### src/rtl/usb_stat_match_multi_if.sv
// Bus between the USB register block and the multi-channel STAT monitor.
// All signals live in the fe_clk domain.
//   master : register block side (drives config/arm/select, reads results)
//   slave  : monitor side
// Inputs : I_arm, I_stat, I_pattern, I_mask, I_edge_mode, I_min_cycles,
//          I_clear, I_rd_sel
// Outputs: O_rd_captured, O_rd_stat, O_rd_time, O_rd_count, O_captured,
//          O_any_match
interface usb_stat_match_multi_if #(
  parameter int pNUM_CH       = 4,
  parameter int pSTAT_WIDTH   = 5,
  parameter int pTIME_WIDTH   = 24,
  parameter int pCOUNT_WIDTH  = 16,
  parameter int pMINLEN_WIDTH = 8,
  parameter int pSEL_WIDTH    = 4
);
  logic                             I_arm;
  logic [pSTAT_WIDTH-1:0]           I_stat;
  logic [pNUM_CH*pSTAT_WIDTH-1:0]   I_pattern;
  logic [pNUM_CH*pSTAT_WIDTH-1:0]   I_mask;
  logic [pNUM_CH-1:0]               I_edge_mode;
  logic [pMINLEN_WIDTH-1:0]         I_min_cycles;
  logic [pNUM_CH-1:0]               I_clear;
  logic [pSEL_WIDTH-1:0]            I_rd_sel;
  logic                             O_rd_captured;
  logic [pSTAT_WIDTH-1:0]           O_rd_stat;
  logic [pTIME_WIDTH-1:0]           O_rd_time;
  logic [pCOUNT_WIDTH-1:0]          O_rd_count;
  logic [pNUM_CH-1:0]               O_captured;
  logic                             O_any_match;

  modport master (
    output I_arm, I_stat, I_pattern, I_mask, I_edge_mode, I_min_cycles,
           I_clear, I_rd_sel,
    input  O_rd_captured, O_rd_stat, O_rd_time, O_rd_count, O_captured,
           O_any_match
  );

  modport slave (
    input  I_arm, I_stat, I_pattern, I_mask, I_edge_mode, I_min_cycles,
           I_clear, I_rd_sel,
    output O_rd_captured, O_rd_stat, O_rd_time, O_rd_count, O_captured,
           O_any_match
  );
endinterface

### src/rtl/usb_stat_match_multi.sv
// Multi-channel front-end STAT pattern monitor (fe_clk domain).
// Each channel compares the capture-status bus against its own
// pattern/mask, qualifies matches by a minimum run length, counts events
// (level or edge) and captures the first qualified value with an
// arm-relative timestamp. Results are read through a registered
// channel-select port.
// Ports: fe_clk, reset_n (async, active low), bus (slave modport).

// Per-channel matcher, counter and capture registers.
module usb_stat_match_ch #(
  parameter int STAT_W   = 5,
  parameter int TIME_W   = 24,
  parameter int COUNT_W  = 16,
  parameter int MINLEN_W = 8
) (
  input  logic                fe_clk,
  input  logic                reset_n,
  input  logic                arm,
  input  logic                arm_rise,
  input  logic [TIME_W-1:0]   timestamp,
  input  logic [STAT_W-1:0]   stat,
  input  logic [STAT_W-1:0]   pattern,
  input  logic [STAT_W-1:0]   mask,
  input  logic                edge_mode,
  input  logic [MINLEN_W-1:0] min_cycles,
  input  logic                clear,
  output logic                q,
  output logic                captured,
  output logic [STAT_W-1:0]   stat_cap,
  output logic [TIME_W-1:0]   time_cap,
  output logic [COUNT_W-1:0]  count
);
  logic                m;
  logic [MINLEN_W-1:0] run;
  logic [MINLEN_W:0]   run_inc;
  logic                q_r;
  logic                evt;
  logic                clr;

  assign m       = ((stat ^ pattern) & mask) == '0;
  // Extra bit keeps run+1 from wrapping when run is saturated.
  assign run_inc = {1'b0, run} + (MINLEN_W+1)'(1);
  assign q       = m & (run_inc >= {1'b0, min_cycles});
  assign evt     = edge_mode ? (q & ~q_r) : q;
  assign clr     = arm_rise | clear;

  always_ff @(posedge fe_clk or negedge reset_n) begin
    if (!reset_n) begin
      run      <= '0;
      q_r      <= 1'b0;
      captured <= 1'b0;
      stat_cap <= '0;
      time_cap <= '0;
      count    <= '0;
    end else if (clr) begin
      run      <= '0;
      q_r      <= 1'b0;
      captured <= 1'b0;
      stat_cap <= '0;
      time_cap <= '0;
      count    <= '0;
    end else begin
      if (!m)            run <= '0;
      else if (run != '1) run <= run + MINLEN_W'(1);
      q_r <= q;
      if (arm && evt && count != '1)
        count <= count + COUNT_W'(1);
      if (!captured && q && arm) begin
        captured <= 1'b1;
        stat_cap <= stat;
        time_cap <= timestamp;
      end
    end
  end
endmodule

module usb_stat_match_multi #(
  parameter int pNUM_CH       = 4,
  parameter int pSTAT_WIDTH   = 5,
  parameter int pTIME_WIDTH   = 24,
  parameter int pCOUNT_WIDTH  = 16,
  parameter int pMINLEN_WIDTH = 8,
  parameter int pSEL_WIDTH    = 4
) (
  input  logic                  fe_clk,
  input  logic                  reset_n,
  usb_stat_match_multi_if.slave bus
);
  logic                                      arm_r;
  logic                                      arm_rise;
  logic [pTIME_WIDTH-1:0]                    timestamp;
  logic [pNUM_CH-1:0]                        q;
  logic [pNUM_CH-1:0]                        captured;
  logic [pNUM_CH-1:0][pSTAT_WIDTH-1:0]       stat_cap;
  logic [pNUM_CH-1:0][pTIME_WIDTH-1:0]       time_cap;
  logic [pNUM_CH-1:0][pCOUNT_WIDTH-1:0]      count;

  logic                                      sel_cap;
  logic [pSTAT_WIDTH-1:0]                    sel_stat;
  logic [pTIME_WIDTH-1:0]                    sel_time;
  logic [pCOUNT_WIDTH-1:0]                   sel_count;

  logic                                      rd_captured;
  logic [pSTAT_WIDTH-1:0]                    rd_stat;
  logic [pTIME_WIDTH-1:0]                    rd_time;
  logic [pCOUNT_WIDTH-1:0]                   rd_count;
  logic                                      any_match;

  assign arm_rise = bus.I_arm & ~arm_r;

  // Timestamp restarts on arm, runs while armed, holds while disarmed.
  always_ff @(posedge fe_clk or negedge reset_n) begin
    if (!reset_n) begin
      arm_r     <= 1'b0;
      timestamp <= '0;
    end else begin
      arm_r <= bus.I_arm;
      if (arm_rise)
        timestamp <= '0;
      else if (bus.I_arm && timestamp != '1)
        timestamp <= timestamp + pTIME_WIDTH'(1);
    end
  end

  for (genvar n = 0; n < pNUM_CH; n++) begin : g_ch
    usb_stat_match_ch #(
      .STAT_W   (pSTAT_WIDTH),
      .TIME_W   (pTIME_WIDTH),
      .COUNT_W  (pCOUNT_WIDTH),
      .MINLEN_W (pMINLEN_WIDTH)
    ) u_ch (
      .fe_clk     (fe_clk),
      .reset_n    (reset_n),
      .arm        (bus.I_arm),
      .arm_rise   (arm_rise),
      .timestamp  (timestamp),
      .stat       (bus.I_stat),
      .pattern    (bus.I_pattern[n*pSTAT_WIDTH +: pSTAT_WIDTH]),
      .mask       (bus.I_mask[n*pSTAT_WIDTH +: pSTAT_WIDTH]),
      .edge_mode  (bus.I_edge_mode[n]),
      .min_cycles (bus.I_min_cycles),
      .clear      (bus.I_clear[n]),
      .q          (q[n]),
      .captured   (captured[n]),
      .stat_cap   (stat_cap[n]),
      .time_cap   (time_cap[n]),
      .count      (count[n])
    );
  end

  // Select mux; an out-of-range select matches no channel and reads 0.
  always_comb begin
    sel_cap   = 1'b0;
    sel_stat  = '0;
    sel_time  = '0;
    sel_count = '0;
    for (int n = 0; n < pNUM_CH; n++) begin
      if (bus.I_rd_sel == pSEL_WIDTH'(n)) begin
        sel_cap   = captured[n];
        sel_stat  = stat_cap[n];
        sel_time  = time_cap[n];
        sel_count = count[n];
      end
    end
  end

  always_ff @(posedge fe_clk or negedge reset_n) begin
    if (!reset_n) begin
      rd_captured <= 1'b0;
      rd_stat     <= '0;
      rd_time     <= '0;
      rd_count    <= '0;
      any_match   <= 1'b0;
    end else begin
      rd_captured <= sel_cap;
      rd_stat     <= sel_stat;
      rd_time     <= sel_time;
      rd_count    <= sel_count;
      any_match   <= |q;
    end
  end

  assign bus.O_rd_captured = rd_captured;
  assign bus.O_rd_stat     = rd_stat;
  assign bus.O_rd_time     = rd_time;
  assign bus.O_rd_count    = rd_count;
  assign bus.O_captured    = captured;
  assign bus.O_any_match   = any_match;
endmodule

### src/flat_wrapper.sv
// flat-port wrapper written by rule: the top's interface ports become plain ports
module usb_stat_match_multi_flat 
#(
  parameter int pNUM_CH       = 4,
  parameter int pSTAT_WIDTH   = 5,
  parameter int pTIME_WIDTH   = 24,
  parameter int pCOUNT_WIDTH  = 16,
  parameter int pMINLEN_WIDTH = 8,
  parameter int pSEL_WIDTH    = 4
)
  (fe_clk, reset_n, bus_I_arm, bus_I_stat, bus_I_pattern, bus_I_mask, bus_I_edge_mode, bus_I_min_cycles, bus_I_clear, bus_I_rd_sel, bus_O_rd_captured, bus_O_rd_stat, bus_O_rd_time, bus_O_rd_count, bus_O_captured, bus_O_any_match);
  usb_stat_match_multi_if #(.pNUM_CH(pNUM_CH), .pSTAT_WIDTH(pSTAT_WIDTH), .pTIME_WIDTH(pTIME_WIDTH), .pCOUNT_WIDTH(pCOUNT_WIDTH), .pMINLEN_WIDTH(pMINLEN_WIDTH), .pSEL_WIDTH(pSEL_WIDTH)) bus_i ();
  input  logic fe_clk;
  input  logic reset_n;
  input wire logic [$bits(bus_i.I_arm)-1:0] bus_I_arm;
  input wire logic [$bits(bus_i.I_stat)-1:0] bus_I_stat;
  input wire logic [$bits(bus_i.I_pattern)-1:0] bus_I_pattern;
  input wire logic [$bits(bus_i.I_mask)-1:0] bus_I_mask;
  input wire logic [$bits(bus_i.I_edge_mode)-1:0] bus_I_edge_mode;
  input wire logic [$bits(bus_i.I_min_cycles)-1:0] bus_I_min_cycles;
  input wire logic [$bits(bus_i.I_clear)-1:0] bus_I_clear;
  input wire logic [$bits(bus_i.I_rd_sel)-1:0] bus_I_rd_sel;
  output wire logic [$bits(bus_i.O_rd_captured)-1:0] bus_O_rd_captured;
  output wire logic [$bits(bus_i.O_rd_stat)-1:0] bus_O_rd_stat;
  output wire logic [$bits(bus_i.O_rd_time)-1:0] bus_O_rd_time;
  output wire logic [$bits(bus_i.O_rd_count)-1:0] bus_O_rd_count;
  output wire logic [$bits(bus_i.O_captured)-1:0] bus_O_captured;
  output wire logic [$bits(bus_i.O_any_match)-1:0] bus_O_any_match;
  assign bus_i.I_arm = bus_I_arm;
  assign bus_i.I_stat = bus_I_stat;
  assign bus_i.I_pattern = bus_I_pattern;
  assign bus_i.I_mask = bus_I_mask;
  assign bus_i.I_edge_mode = bus_I_edge_mode;
  assign bus_i.I_min_cycles = bus_I_min_cycles;
  assign bus_i.I_clear = bus_I_clear;
  assign bus_i.I_rd_sel = bus_I_rd_sel;
  assign bus_O_rd_captured = bus_i.O_rd_captured;
  assign bus_O_rd_stat = bus_i.O_rd_stat;
  assign bus_O_rd_time = bus_i.O_rd_time;
  assign bus_O_rd_count = bus_i.O_rd_count;
  assign bus_O_captured = bus_i.O_captured;
  assign bus_O_any_match = bus_i.O_any_match;
  usb_stat_match_multi #(.pNUM_CH(pNUM_CH), .pSTAT_WIDTH(pSTAT_WIDTH), .pTIME_WIDTH(pTIME_WIDTH), .pCOUNT_WIDTH(pCOUNT_WIDTH), .pMINLEN_WIDTH(pMINLEN_WIDTH), .pSEL_WIDTH(pSEL_WIDTH)) u_core (.fe_clk(fe_clk), .reset_n(reset_n), .bus(bus_i));
endmodule
### config.mk
export PLATFORM = sky130hd
export DESIGN_NAME = usb_stat_match_multi_flat
export DESIGN_NICKNAME = d
export VERILOG_FILES = /design/src/rtl/usb_stat_match_multi_if.sv /design/src/rtl/usb_stat_match_multi.sv /design/src/flat_wrapper.sv
export SDC_FILE = /design/constraint.sdc
export NUM_CORES = 1
export LEC_CHECK = 0
export ABC_CLOCK_PERIOD_IN_PS = 5050
export CORE_MARGIN = 5
export CORE_UTILIZATION = 45
export CTS_CLUSTER_DIAMETER = 60
export CTS_CLUSTER_SIZE = 20
export DETAILED_ROUTE_END_ITERATION = 10
export PLACE_DENSITY_LB_ADDON = 0.12
export SLEW_MARGIN = 20
export SYNTH_ARGS = -nofsm -noshare
export SYNTH_HDL_FRONTEND = slang
export SYNTH_SLANG_ARGS = --single-unit
### constraint.sdc
create_clock -name fe_clk -period 5.05 [get_ports fe_clk]
set_clock_uncertainty 0.05 [all_clocks]
set_input_delay 1.01 -clock fe_clk [delete_from_list [all_inputs] [get_ports fe_clk]]
set_output_delay 1.01 -clock fe_clk [all_outputs]
set_load 0.02 [all_outputs]
==> results.cfg, run 1 <==
[global_route]
grt_max_degree = 96
grt_overflow_total = 0
grt_usage_pct = 21.9
grt_pass1_wl_um = 65200
antenna_found_initial = 0
grt_pass1_vias = 12000

[detailed_routing]
route.detailed.drc = 0
first_pass_iters = 5
drt-initial-drc-count = 731
drt_wl_total_um = 39500
vias = 12000
viasPerCell = 5.50
ant_nets = 0
drt-wirelength-per-cell_um = 18.1

[cts]
clock_latency_ps = 540
cts_root_buf = clkbuf_16
numCtsBuffers = 27
hold_buffers = 0
htreeDepth = 1
clk_pin_slew_ps = 80
clockBufferDepth = 3
cts_sinks = 292
postCtsSetupBuffers = 0
cts-resized-gates = 0
cts_tree = done

[finish]
layout_common_cells = 316 x nand2_1, 292 x dfrtp_1, 175 x o21ai_0, 140 x nor2_1, 117 x clkdlybuf4s50_1
synthToLayoutAreaGrowth_pct = 17.1
fill_cells = 3036
final_common_cell = nand2_1
multiInputGateArea_mm2 = 0.00704
nets = 1828
diodes = 0
post-route-util_pct = 53.4
seqCellArea_mm2 = 0.00731
drive_gt1_share_pct = 5.35

[yosys]
async_flop_share_pct = 100
syn-cell-area_mm2 = 0.0148
ys.warnings.count = 0
ys.flop_type = dfrtp_1
syn_avg_cell_area_um2 = 8.96
ys_ff_latch = 292
ys_types = 52
synthesis.nets = 1767
ys_seq_area_share_pct = 49.2
synthCells = 1658
synth-edff-count = 0

[power]
p_comb_share_pct = 7.3
power.density_mw_per_mm2 = 283
p_leak_nw = 7.72
ir_worst_vdd_mv = 0.226
clkPwrFrac_pct = 44.4
internal_power_w = 0.00364
p_total_w = 0.00492
p_sw_share_pct = 26.1
p_sw_w = 0.00129
power_frac_seq_pct = 48.4

[setup_path]
arrival_ps = 4170
required_ps = 5470
startpoint_type = register
end_kind = register
crit_fanout = 26
critical_path_class = reg2reg

[timing]
worstMarginPinSlew_ps = 938
final.min_clock_period_ps = 3750
rsz0062_at_grt = no
max_freq_mhz = 267
setup_tns_ps = 0
drv_slew = 0
fin_crit_sh_pct = 74.3
hold_violations = 0
relSlewSlack_pct = 36.9
whs_ps = 417
final-setup-viol-count = 0

[floorplanning]
fp.dieW_um = 192
die_area_mm2 = 0.0367
die_h_um = 192
io_pins = 119
core_area_mm2 = 0.0325
rows = 66
start_util_pct = 45.6

[placed_design]
place.detailed.hpwl_um = 26400
gp_congestion = 0.846
port_buffers = 118

[job]
maxCapViolCount = 0

[status]
outcome = complete, no violations

[worst_hold_path]
min_path_type = reg2reg
-- flip-flops by register name, indices dropped and copies added (netlist names) --
| signal | flops |
|---|---|
| u_core.arm_r | 1 |
| u_core.timestamp | 24 |
| u_core.g_ch.u_ch.captured | 4 |
| u_core.g_ch.u_ch.q_r | 4 |
| u_core.bus.O_rd_stat | 5 |
| u_core.bus.O_rd_captured | 1 |
| u_core.g_ch.u_ch.count | 64 |
| u_core.g_ch.u_ch.time_cap | 96 |
| u_core.bus.O_any_match | 1 |
| u_core.g_ch.u_ch.run | 32 |
| u_core.g_ch.u_ch.stat_cap | 20 |
| u_core.bus.O_rd_time | 24 |
| u_core.bus.O_rd_count | 16 |
-- routing by layer --
metal	vias to the layer above	global-route usage (%)	wire, µm
met1	5868	30.1	17800
met2	227	37.2	19200
met3	59	2.31	1490
met4	0	5.72	957
met5	-	0	0
li1	5847	-	-
-- layout make-up --
class                   instances  share of cell area [%]
clock buffers                  29                    3.99
clock inverters                20                    1.48
inverters                      30                   0.648
multi-input cells            1224                    40.5
flip-flops and latches        292                    42.0
well taps                     442                    3.18
repair buffers                144                    8.23
-- power groups by stage --
stage / logic (W) / registers (W) / clock network, W
detailed placement: 0.000364 / 0.00243 / 0
global route: 0.000397 / 0.00238 / 0.00233
floorplan: 0.000158 / 0.00242 / 0
CTS: 0.000366 / 0.00238 / 0.00225
finish: 0.000358 / 0.00238 / 0.00219
global placement: 0.000362 / 0.00243 / 0
-- final timing paths --
path                                                 start                                to  slack [ps]  depth (start not counted)
hold / removal             u_core.g_ch[3].u_ch.time_cap[8]           u_core.bus.O_rd_time[8]         420                          2
max in group asynchronous                          reset_n  u_core.g_ch[2].u_ch.time_cap[23]        3480                          2
setup reg to reg                u_core.g_ch[3].u_ch.run[0]     u_core.g_ch[3].u_ch.count[13]        1300                         12
setup / recovery                u_core.g_ch[3].u_ch.run[0]     u_core.g_ch[3].u_ch.count[13]        1300                         12
hold reg to reg            u_core.g_ch[3].u_ch.time_cap[8]           u_core.bus.O_rd_time[8]         420                          2
min in group asynchronous                          reset_n        u_core.g_ch[1].u_ch.run[7]         460                          1
-- cell families after synthesis --
logic type / share of synthesized area [%]
muxes: 4.18
AOI/OAI and AO/OA: 12.1
adders and majority gates: 3.45
buffers and inverters: 3.88
DFF: 49.2
and+or+nand+nor: 22.5
xor gates and xnor gates: 4.66
-- stage by stage --
stage / cells / setup slack, ps / area [µm²]
after floorplan: 1658 / 1780 / 14800
after CTS: 2181 / 1310 / 17400
after global placement: 2132 / 867 / 16400
final: 2181 / 1300 / 17400
after detailed placement: 2132 / 802 / 16400
after global routing: 2181 / 1090 / 17400
-- synth_stat cells, types with 3 or more instances --
cell type	instances	area [µm²]
nand4_1	17	106
o211ai_1	11	82.6
nor3_1	15	75.1
buf_2	15	75.1
inv_1	30	113
xor2_1	37	324
nand2_1	316	1190
nor2_1	143	537
o2111ai_1	3	26.3
mux2i_1	62	621
buf_1	3	11.3
nor4_1	11	68.8
nand3_1	108	541
or4_1	25	188
a221oi_1	3	26.3
or2_2	4	25.0
o31a_1	3	26.3
ha_1	41	513
buf_4	4	30.0
o21a_1	4	30.0
nor2b_1	8	50.1
a21o_1	9	67.6
nand2b_1	8	50.1
a222oi_1	4	40.0
and3_1	19	119
o21ai_0	175	876
a22oi_1	4	30.0
clkbuf_1	88	330
or3_1	36	225
a211oi_1	6	45.0
and4_1	11	96.3
a21oi_1	59	295
o211a_1	4	40.0
o31ai_1	17	128
xnor2_1	42	368
dfrtp_1	292	7310
-- critical path, stage by stage, from the launching register on --
cell	delay (ps)
dfrtp_1	470
ha_1	220
nand3_1	140
nor2_1	160
xnor2_1	160
inv_1	80
ha_1	290
and3_1	180
o2111ai_1	110
o211a_1	340
or3_1	720
or4_1	580
a21oi_1	160
Note: power is estimated with default switching activity, not from simulation.
==> run 2, diff against run 1 <==
- ABC_CLOCK_PERIOD_IN_PS: 5050 -> 3150
- clock period: 5.05 -> 3.15 ns (I/O delays scaled with it)
==> results.cfg, run 2 (same netlist as run 1, synthesis figures left out) <==
[detailed_routing]
first_pass_iters = 6
drt_wl_total_um = 42300
ant_nets = 0
route.detailed.drc = 0
vias = 12700
viasPerCell = 5.53
drt-wirelength-per-cell_um = 18.5
drt-initial-drc-count = 816

[finish]
reg.largest.list = u_core.g_ch.u_ch.time_cap: 96 flops, u_core.g_ch.u_ch.count: 64 flops, u_core.g_ch.u_ch.run: 32 flops
largest_reg_flops = 96
drive_gt1_share_pct = 13.7
diodes = 0
seqCellArea_mm2 = 0.00731
final_common_cell = nand2_1
regMostFlops = u_core.g_ch.u_ch.time_cap
nets = 1933
synthToLayoutAreaGrowth_pct = 27.8
layout_common_cells = 314 x nand2_1, 291 x dfrtp_1, 175 x o21ai_0, 133 x nor2_1, 117 x clkdlybuf4s50_1
post-route-util_pct = 58.3
multiInputGateArea_mm2 = 0.00735
fill_cells = 2911

[setup_path]
cp_common_cell = ha_4
max_stage_delay_ps = 530
critPathSlowestCell = or4_4
crit_start = u_core.g_ch[0].u_ch.run[0]
arrival_ps = 3660
crit_chain = ha_4 > nand3_4 > nor2_4 > xnor2_2 > inv_1 > ha_4 > and3_4 > o2111ai_2 > o211a_1 > or4_4 > buf_6 > or4_1 > nand2_1
critical_path_class = reg2reg
reg2reg_slack_ps = -50
cp-endpoint = u_core.g_ch[0].u_ch.count[13]
crit_fanout = 12
r2r-end = u_core.g_ch[0].u_ch.count[13]
required_ps = 3610
startpoint_type = register
end_kind = register
rr_worst_depth = 13
r2r-start = u_core.g_ch[0].u_ch.run[0]

[timing]
rsz0062_at_grt = yes
setup_ws_ps = -53.8
whs_ps = 420
final-setup-viol-count = 5
drv_slew = 0
relSlewSlack_pct = 45.3
fin_crit_sh_pct = 102
hold_violations = 0
max_freq_mhz = 312
final.min_clock_period_ps = 3200
worstMarginPinSlew_ps = 817

[cts]
cts_tree = done
clock_latency_ps = 570
htreeDepth = 1
numCtsBuffers = 30
cts_root_buf = clkbuf_16
cts_sinks = 292
clk_pin_slew_ps = 70
clockBufferDepth = 3

[status]
outcome = finished with violations
failed_checks = negative setup slack

[floorplanning]
fp.dieW_um = 192
rows = 66
io_pins = 119
die_area_mm2 = 0.0367
start_util_pct = 45.6
core_area_mm2 = 0.0325
die_h_um = 192

[global_route]
grt_usage_pct = 22.4
grt_overflow_total = 0
antenna_found_initial = 0
grt_pass1_wl_um = 66500
grt_max_degree = 70
grt_pass1_vias = 12400

[power]
p_leak_nw = 8.46
power.density_mw_per_mm2 = 453
p_total_w = 0.00860
ir_worst_vdd_mv = 0.412

[job]
maxCapViolCount = 0

[placed_design]
place.detailed.hpwl_um = 28000
port_buffers = 118
gp_congestion = 0.849
dp_slack_ps = -366

[worst_hold_path]
min_path_type = reg2reg
-- run 2: cell types whose count changed in the layout (fill, tap and decap cells not counted), moves of 7 or more --
cell and change:
a21oi_2 +7, buf_6 +8, clkbuf_16 +9, a21oi_1 -7, buf_4 +74, nor2_1 -7
buf_12 +12
-- run 2: layer usage --
layer	track usage [%]	wire length, µm	share of wire (%)	vias to the layer above
met2	38.1	20900	49	265
met1	30.4	18600	44	6266
met3	2.60	1480	3.5	77
li1	-	-	-	6062
met4	6.46	1270	3.0	0
met5	0	0	0	-
-- run 2: stage by stage --
| step | setup TNS, ps | std cells | instance area, µm² |
|---|---|---|---|
| after global routing | -2050 | 2290 | 19000 |
| after global placement | -17760 | 2211 | 17200 |
| after CTS | -167 | 2274 | 18500 |
| final | -206 | 2290 | 19000 |
| after floorplan | 0 | 1658 | 14900 |
| after detailed placement | -22230 | 2211 | 17200 |
-- run 2: critical path: cells and delay by family, from the launching register on --
kind | cells | cell delay, ps
AO/OA/AOI/OAI | 2 | 370
XOR/XNOR | 1 | 120
adder cells (fa/ha/maj) | 2 | 450
buffers and inverters | 2 | 260
flip-flops | 1 | 430
AND/OR/NAND/NOR | 6 | 1450
-- run 2: worst min path at each step --
stage / slack, ps / cells after the start / endpoint / start
floorplan: 280 / 0 / u_core.arm_r / reset_n
global placement: 400 / 2 / u_core.bus.O_rd_time[7] / u_core.g_ch[3].u_ch.time_cap[7]
detailed placement: 410 / 2 / u_core.bus.O_rd_stat[0] / u_core.g_ch[3].u_ch.stat_cap[0]
CTS: 420 / 2 / u_core.bus.O_rd_stat[0] / u_core.g_ch[3].u_ch.stat_cap[0]
global route: 450 / 2 / u_core.bus.O_rd_time[7] / u_core.g_ch[3].u_ch.time_cap[7]
finish: 420 / 2 / u_core.bus.O_rd_stat[0] / u_core.g_ch[3].u_ch.stat_cap[0]
-- run 2: final cells by class --
type / instances / area share (%)
repair buffers: 246 / 13.1
well taps: 442 / 2.91
clock buffers: 32 / 4.10
clock inverters: 24 / 2.00
multi-input cells: 1224 / 38.7
flip-flops and latches: 292 / 38.5
inverters: 30 / 0.593
-- run 2: repair_timing --
action,CTS,global route
hold buffers,1,0
hold endpoints to repair,2,0
endpoints found under the setup margin,35,138
gates cloned,0,7
pin swaps,11,30
gates resized for setup,20,52
buffers inserted,6,9
-- run 2: power by group --
group,total (W),internal (W),switching [W]
combinational,0.000656,0.000261,0.000394
sequential,0.00381,0.00378,0.0000371
clock,0.00413,0.00243,0.00170
